<file path="config.mk">
export PLATFORM = sky130hd
export DESIGN_NAME = turn_signal_arbiter_flat
export DESIGN_NICKNAME = d
export VERILOG_FILES = /design/src/rtl/turn_signal_arbiter_if.sv /design/src/rtl/turn_signal_arbiter.sv /design/src/flat_wrapper.sv
export SDC_FILE = /design/constraint.sdc
export NUM_CORES = 1
export LEC_CHECK = 0
export ABC_CLOCK_PERIOD_IN_PS = 2100
export BUFFER_PORTS_ARGS = -buffer_cell sky130_fd_sc_hd__buf_2
export CORE_ASPECT_RATIO = 2
export CORE_MARGIN = 3
export CORE_UTILIZATION = 35
export CTS_BUF_LIST = sky130_fd_sc_hd__clkbuf_16
export DETAILED_ROUTE_END_ITERATION = 16
export HOLD_SLACK_MARGIN = 0.15
export PLACE_DENSITY = 0.58
export SETUP_SLACK_MARGIN = 0.3
export SLEW_MARGIN = 20
export SYNTH_ARGS = -nofsm -noshare
export SYNTH_HDL_FRONTEND = slang
export SYNTH_SLANG_ARGS = --single-unit
</file>
<file path="constraint.sdc">
create_clock -name clk_sys -period 2.1 [get_ports clk_sys]
set_input_delay 0.105 -clock clk_sys [delete_from_list [all_inputs] [get_ports clk_sys]]
set_output_delay 0.105 -clock clk_sys [all_outputs]
set_load 0.02 [all_outputs]
</file>
<file path="src/rtl/turn_signal_arbiter_if.sv">
// turn_signal_arbiter_if: request inputs and lamp/status outputs of the turn signal arbiter
//   left, right     turn requests (level)
//   LA, LB, LC      left lamps, LA innermost
//   RA, RB, RC      right lamps, RA innermost
//   busy            a sequence is in progress
//   tick            one-cycle step strobe
//   master modport: request driver / observer; slave modport: the arbiter
interface turn_signal_arbiter_if;
   logic left, right;
   logic LA, LB, LC, RA, RB, RC;
   logic busy, tick;
   modport master(output left, right, input LA, LB, LC, RA, RB, RC, busy, tick);
   modport slave(input left, right, output LA, LB, LC, RA, RB, RC, busy, tick);
endinterface

</file>
<file path="src/rtl/turn_signal_arbiter.sv">
// turn_signal_arbiter: arbitrates left/right turn requests into sequential three-lamp sweeps
//   TICK_DIV   clk_sys cycles per step tick (2..65535)
//   clk_sys    system clock, rising edge
//   reset_n    asynchronous active-low reset
//   bus        turn_signal_arbiter_if.slave: left/right requests in; lamps, busy, tick out
//   Macro TSA_HAZARD_EN: when defined, simultaneous pending requests run both sides together
//   (HAZARD); when undefined, a 1-bit round-robin pointer (reset to left) picks one side and
//   the other side stays pending.
module turn_signal_arbiter #(
   parameter int TICK_DIV = 8
) (
   input logic clk_sys,
   input logic reset_n,
   turn_signal_arbiter_if.slave bus
);
   typedef enum logic [1:0] {IDLE, LEFT, RIGHT, HAZARD} state_t;
   state_t state, state_n;
   logic [15:0] cnt, cnt_n;
   logic [1:0] phase, phase_n;
   logic [2:0] mask_n, lamp_l, lamp_r;
   logic pend_l, pend_r, clr_l, clr_r, tick, busy;
`ifndef TSA_HAZARD_EN
   logic rr, rr_n;
`endif
   assign {bus.LC, bus.LB, bus.LA} = lamp_l;
   assign {bus.RC, bus.RB, bus.RA} = lamp_r;
   assign bus.busy = busy;
   assign bus.tick = tick;
   assign cnt_n = (cnt == 16'(TICK_DIV - 1)) ? '0 : cnt + 16'd1;
   // thermometer pattern for the phase being entered: 0->000, 1->001, 2->011, 3->111
   assign mask_n = {phase_n == 2'd3, phase_n[1], phase_n != 2'd0};
   always_comb begin
      state_n = state;
      phase_n = phase;
      clr_l = 1'b0;
      clr_r = 1'b0;
`ifndef TSA_HAZARD_EN
      rr_n = rr;
`endif
      if (tick && state == IDLE) begin
         if (pend_l && pend_r) begin
`ifdef TSA_HAZARD_EN
            state_n = HAZARD;
            clr_l = 1'b1;
            clr_r = 1'b1;
`else
            state_n = rr ? RIGHT : LEFT;
            clr_l = !rr;
            clr_r = rr;
            rr_n = !rr;
`endif
         end else if (pend_l) begin
            state_n = LEFT;
            clr_l = 1'b1;
         end else if (pend_r) begin
            state_n = RIGHT;
            clr_r = 1'b1;
         end
         phase_n = (state_n == IDLE) ? 2'd0 : 2'd1;
      end else if (tick) begin
         state_n = (phase == 2'd3) ? IDLE : state;
         phase_n = (phase == 2'd3) ? 2'd0 : phase + 2'd1;
      end
   end
   always_ff @(posedge clk_sys or negedge reset_n) begin
      if (!reset_n) begin
         cnt <= '0;
         tick <= 1'b0;
         pend_l <= 1'b0;
         pend_r <= 1'b0;
         state <= IDLE;
         phase <= 2'd0;
         busy <= 1'b0;
         lamp_l <= 3'b000;
         lamp_r <= 3'b000;
`ifndef TSA_HAZARD_EN
         rr <= 1'b0;
`endif
      end else begin
         cnt <= cnt_n;
         tick <= cnt_n == 16'(TICK_DIV - 1);
         // a grant clear wins over a request arriving on the same edge
         pend_l <= !clr_l && (pend_l || bus.left);
         pend_r <= !clr_r && (pend_r || bus.right);
         state <= state_n;
         phase <= phase_n;
         busy <= state_n != IDLE;
         lamp_l <= (state_n == LEFT || state_n == HAZARD) ? mask_n : 3'b000;
         lamp_r <= (state_n == RIGHT || state_n == HAZARD) ? mask_n : 3'b000;
`ifndef TSA_HAZARD_EN
         rr <= rr_n;
`endif
      end
   end
endmodule

</file>
<file path="src/flat_wrapper.sv">
// flat-port wrapper written by rule: the top's interface ports become plain ports
module turn_signal_arbiter_flat 
#(
   parameter int TICK_DIV = 8
)
  (clk_sys, reset_n, bus_left, bus_right, bus_LA, bus_LB, bus_LC, bus_RA, bus_RB, bus_RC, bus_busy, bus_tick);
  turn_signal_arbiter_if bus_i ();
  input logic clk_sys;
  input logic reset_n;
  input wire logic [$bits(bus_i.left)-1:0] bus_left;
  input wire logic [$bits(bus_i.right)-1:0] bus_right;
  output wire logic [$bits(bus_i.LA)-1:0] bus_LA;
  output wire logic [$bits(bus_i.LB)-1:0] bus_LB;
  output wire logic [$bits(bus_i.LC)-1:0] bus_LC;
  output wire logic [$bits(bus_i.RA)-1:0] bus_RA;
  output wire logic [$bits(bus_i.RB)-1:0] bus_RB;
  output wire logic [$bits(bus_i.RC)-1:0] bus_RC;
  output wire logic [$bits(bus_i.busy)-1:0] bus_busy;
  output wire logic [$bits(bus_i.tick)-1:0] bus_tick;
  assign bus_i.left = bus_left;
  assign bus_i.right = bus_right;
  assign bus_LA = bus_i.LA;
  assign bus_LB = bus_i.LB;
  assign bus_LC = bus_i.LC;
  assign bus_RA = bus_i.RA;
  assign bus_RB = bus_i.RB;
  assign bus_RC = bus_i.RC;
  assign bus_busy = bus_i.busy;
  assign bus_tick = bus_i.tick;
  turn_signal_arbiter #(.TICK_DIV(TICK_DIV)) u_core (.clk_sys(clk_sys), .reset_n(reset_n), .bus(bus_i));
endmodule
</file>
Yosys cells after proc, flatten, opt, wreduce, memory -nomap -nowiden. Index checks and enable logic that the tools add are counted.

Input bits: 4. Output and inout port bits: 8. Word-level logic and storage cells: 57. Bits in registers: 31.

Add/subtract/negate cells: 2. Eq/ne operators: 7. Multiplexer cells: 22. Reductions and logical operators: 16.

Operators by type and width (count): $eq 16x3->1 const B (2); $mux 2 (11); $add 16x1->16 const B (1); $mux 16 (1); $eq 2x2->1 const B (4); $mux 1 (8); $mux 3 (2); $logic_and 1x1->1 (4); $logic_not 2->1 (2); $logic_or 1x1->1 (4); $reduce_bool 2->1 (2); $logic_not 1->1 (3); $add 2x1->2 const B (1); $eq 2x1->1 const B (1); $reduce_and 2->1 (1).

Logic depth before layout (Yosys ltp).
Word-level depth: 9. Mapped depth: 6. Mapped depth without buffers: 6.

Worst setup path before layout. Ideal clock, no wire load.

Path type: reg2reg. Start point: register u_core.cnt[0]. End point: register u_core.tick, in the netlist u_core.bus.tick. Arrival time: 1.507 ns. Buffers on the path: 0. Setup slack: 0.472 ns. Clock period less this slack: 1.628 ns. Library setup time: 0.121 ns. Data required time: 1.979 ns. Cell stages (with the launch flop): 7. Path through: dfrtp_1 > ha_1 > nand4_1 > nor4_2 > xor2_1 > nor2_1 > and4b_1.

Word-level cells in the longest chain between the ends: 3. Elaborated cells on any way between the ends: 4. Classes of those cells: 1 x add/sub; 2 x eq/ne; 1 x mux.

RTL lines: start: declaration (line turn_signal_arbiter.sv:18) `logic [15:0] cnt, cnt_n;`; start signal: assignment (line turn_signal_arbiter.sv:80) `cnt <= cnt_n;`; $add 16x1->16 / $eq 16x3->1 (equally long branches) (line turn_signal_arbiter.sv:29) `assign cnt_n = (cnt == 16'(TICK_DIV - 1)) ? '0 : cnt + 16'd1;`; $mux 16 (*) (line turn_signal_arbiter.sv:29); via u_core.cnt_n[14] (line turn_signal_arbiter.sv:18); $eq 16x3->1 (*) (line turn_signal_arbiter.sv:81) `tick <= cnt_n == 16'(TICK_DIV - 1);`; end signal: assignment (line turn_signal_arbiter.sv:81); end: declaration (line turn_signal_arbiter.sv:21) `logic pend_l, pend_r, clr_l, clr_r, tick, busy;`.

The timed path passes the listed nets; every way through them passes the cells marked *. A chain may end at the register's enable or synchronous reset.

Worst setup path in the final report.
Start point: register u_core.cnt[0]. End point: register u_core.tick, in the netlist u_core.bus.tick.

Word-level cells in the longest chain between the ends: 3. Elaborated cells on any way between the ends: 4. Classes of those cells: 1 x add/sub; 2 x eq/ne; 1 x mux.

RTL lines (line): $add 16x1->16 / $eq 16x3->1 (equally long branches) (turn_signal_arbiter.sv:29); $mux 16 (*) (turn_signal_arbiter.sv:29); $eq 16x3->1 (*) (turn_signal_arbiter.sv:81).

Mark *: on every way between the ends. The rest lies on a longest branch, timed or not.

==> out/results.ini <==
[floorplan]
start_util=0.365
fp.dieW_um=52.4
floorplan.rows=33
fp.dieArea_um2=5180
fp.dieH_um=98.9
i_o_pin_count=12
core_area_um2=4130

[worst_setup_path]
critPathKind=reg2reg
critical_path_arrival_ns=1.90
worst-path-max-fanout=5
regToRegStartpoint=u_core.cnt[0]
critPathLaunch=u_core.cnt[0]
max_stage_delay_cell_worst_path=sky130_fd_sc_hd__dfrtp_2
path_delay_family=simple AND/OR/NAND/NOR gates
start_kind=register
cp-end-kind=register
timing.rr.end=u_core.bus.tick
timing.reg2reg.worst_path_depth=6
timing.critical_path.buf_inv=0
critical_path_required_ns=2.26
critical-path-max-stage-delay_ns=0.44
timing.reg2reg.setup_slack_ns=0.36
cp_cell_sequence=ha_2 > and4_1 > and3_1 > xnor2_1 > a31oi_1 > and4b_1

[cells_and_area]
layout.cells.most_common_list=25 x sky130_fd_sc_hd__dfrtp_1, 12 x sky130_fd_sc_hd__nor2_1, 11 x sky130_fd_sc_hd__nand2_1, 11 x sky130_fd_sc_hd__buf_2, 9 x sky130_fd_sc_hd__xnor2_1
n_antenna_cell=0
drive_gt1_frac=0.269
final_common_cell=sky130_fd_sc_hd__dfrtp_1
finish.utilization=0.439
area_growth_syn_to_layout_pct=20.2
fin_nets=161

[power]
power.share.sequential=0.422
netSwitchingPower_mw=0.282
p_int_mw=1.18
peak_ir_drop_on_the_vdd_network_mv=0.706
switching_part_of_the_total_power=0.192
cellLeakagePower_nw=0.820
power.density_nw_per_um2=807
clock_share_of_power=0.539
share_of_total_power_in_combinational_logic=0.038

[drt]
dr_total_vias=1076
post_route_antenna_net_violation_count=0
route.detailed.drc=0
route.detailed.vias_per_inst=5.17
drt_first_iter_violations=39
drt_pass1_iterations=4
routed_wl_um=3160
post_drt_wl_per_cell_um=15.2

[clocking]
maximum_buffer_depth_of_the_clock_tree=2
clock-sinks=31
tritoncts_clock_tree=done
cts-htree-levels=2
cts_root_buffer=sky130_fd_sc_hd__clkbuf_16
clk_pin_slew_worst_paths_ns=0.05
numCtsBuffers=5
clk_latency_ns=0.27

[synth]
synth_area_leader_cell=sky130_fd_sc_hd__dfrtp_1
count_of_different_cell_masters_after_synthesis=38
synthTopCellsByArea=sky130_fd_sc_hd__dfrtp_1 51%, sky130_fd_sc_hd__xnor2_1 5.2%, sky130_fd_sc_hd__xor2_1 4.6%, sky130_fd_sc_hd__nor2_1 3.2%, sky130_fd_sc_hd__nand2_1 2.7%
synth.cell_area_um2=1510
yosysSeqAreaShare=0.514
nets_in_the_synthesized_netlist=144
synthCells=138
synth_largest_type_area_fraction=0.514
yosysWarningCount=0
synth_register_bits=31
avgSynthCellArea_um2=10.9

[global_route]
grt_overflow_total=0
antenna_found_initial=0
grt_pass1_vias=1148
grt_pass1_wl_um=5250
grt_start_max_net_pins=32
grt_resource_usage_total=0.137

[min_path]
min-delay-path-class=in2async

[sta]
slew_violations=0
setup_total_negative_slack_ns=0
timing.fmax_mhz=574
timing.final.ws_setup_ns=0.358
rsz0062_at_grt=false
skew_ns=0.00349
finalCriticalPeriod_ns=1.74
timing.hold.ws_ns=0.419
worst_slew_pin_slew_ns=0.703
finalHoldViolations=0
report.final.setup_viol=0
finalCritPeriodShare=0.830
timing.slew.headroom=0.532

[place]
hpwl_um=2230
port-buffer-count=11
gp_congestion=0.920
detailedPlace.worstSlack_ns=0.299

[job]
drv_cap=0

[status]
status=complete, no violations

## power groups by stage
stage	Clock, mW	Combinational, mW	Sequential, mW
detailed placement	0	0.0535	0.629
floorplan	0	0.0163	0.638
global route	0.848	0.0646	0.619
CTS	0.812	0.0582	0.618
global placement	0	0.0521	0.628
finish	0.790	0.0564	0.618
## area by class of cell
cell class,count,area [um2]
clock buffers,5,125
inverters,7,26.3
well taps,52,65.1
repair buffers,16,100
clock inverters,3,38.8
flip-flops and latches,31,783
multi-input cells,94,676
fillers,398,2310
## Yosys cell counts
library cell,instances
sky130_fd_sc_hd__or3_4,1
sky130_fd_sc_hd__xnor2_1,9
sky130_fd_sc_hd__nand2_1,11
sky130_fd_sc_hd__buf_6,2
sky130_fd_sc_hd__a21oi_1,1
sky130_fd_sc_hd__buf_2,1
sky130_fd_sc_hd__xor2_1,8
sky130_fd_sc_hd__a21boi_0,1
sky130_fd_sc_hd__nor3_1,5
sky130_fd_sc_hd__nor4_2,3
sky130_fd_sc_hd__buf_4,2
sky130_fd_sc_hd__inv_1,7
sky130_fd_sc_hd__clkbuf_2,1
sky130_fd_sc_hd__a32oi_1,1
sky130_fd_sc_hd__nor4_1,2
sky130_fd_sc_hd__dfrtp_1,31
sky130_fd_sc_hd__nor2_1,13
sky130_fd_sc_hd__nor2b_1,2
sky130_fd_sc_hd__mux2i_1,1
sky130_fd_sc_hd__a31oi_1,2
sky130_fd_sc_hd__nand4_4,1
sky130_fd_sc_hd__nand2b_1,1
sky130_fd_sc_hd__nand4_2,2
sky130_fd_sc_hd__and4_1,1
sky130_fd_sc_hd__nor3b_2,2
sky130_fd_sc_hd__or2_2,1
sky130_fd_sc_hd__o21ai_0,2
sky130_fd_sc_hd__a21o_1,1
sky130_fd_sc_hd__and2_1,3
sky130_fd_sc_hd__and3_1,3
sky130_fd_sc_hd__a22oi_1,1
sky130_fd_sc_hd__nand4_1,3
sky130_fd_sc_hd__nor4b_1,2
sky130_fd_sc_hd__and4_2,1
sky130_fd_sc_hd__nand3_1,6
sky130_fd_sc_hd__mux2_2,1
sky130_fd_sc_hd__ha_1,2
sky130_fd_sc_hd__and4b_1,1
## registers in the layout (all words and copies together), names as in the netlist, 2 cells and up
register       flops
u_core.lamp_l      3
u_core.lamp_r      3
u_core.phase       2
u_core.state       2
u_core.cnt        16
## repair_timing
item | 4_1_cts | 5_1_grt
hold endpoints to repair | 33 | 0
resized for setup | 1 | 9
hold buffers | 3 | 0
endpoints found under the setup margin | 1 | 1
pin swaps | 0 | 3
setup buffers | 0 | 1
gates cloned | 0 | 0
## metal layers
layer  track usage  part of all wire  vias to the layer above
met2         0.252              0.58                       30
met4        0.0650             0.020                        0
met5             0                 0                        -
met1         0.135              0.36                      533
li1              -                 -                      507
met3        0.0333             0.038                        6
## worst max-delay path by stage
stage | end | depth (start not counted)
2_1_floorplan | u_core.bus.tick | 6
3_3_place_gp | u_core.bus.tick | 6
3_5_place_dp | u_core.bus.tick | 6
4_1_cts | u_core.bus.tick | 6
5_1_grt | u_core.bus.tick | 6
6_report | u_core.bus.tick | 6
## worst register-to-register path: cells and delay by family (launching register included)
kind,cells,cell delay [ns]
xor+xnor,1,0.13
simple gates,3,0.63
flops,1,0.44
compound gates,1,0.21
fa+ha+maj,1,0.23
## cells by family (layout without fill, tap and decap cells)
| kind of cell | Yosys count | in the layout | synth area share |
|---|---|---|---|
| mux | 2 | 2 | 0.0141 |
| xor+xnor | 17 | 17 | 0.0987 |
| simple gates | 64 | 64 | 0.269 |
| flops | 31 | 31 | 0.514 |
| compound gates | 9 | 9 | 0.0390 |
| fa+ha+maj | 2 | 2 | 0.0166 |
| buf+inv | 13 | 31 | 0.0489 |
## per-stage QoR
step | total power [mW] | std cells | instance area (um2)
after floorplan | 0.654 | 138 | 1510
after global placement | 0.680 | 196 | 1590
after detailed placement | 0.682 | 196 | 1590
after CTS | 1.49 | 207 | 1790
after global routing | 1.53 | 208 | 1810
final | 1.46 | 208 | 1810
Power figures use the tool's default switching activity.
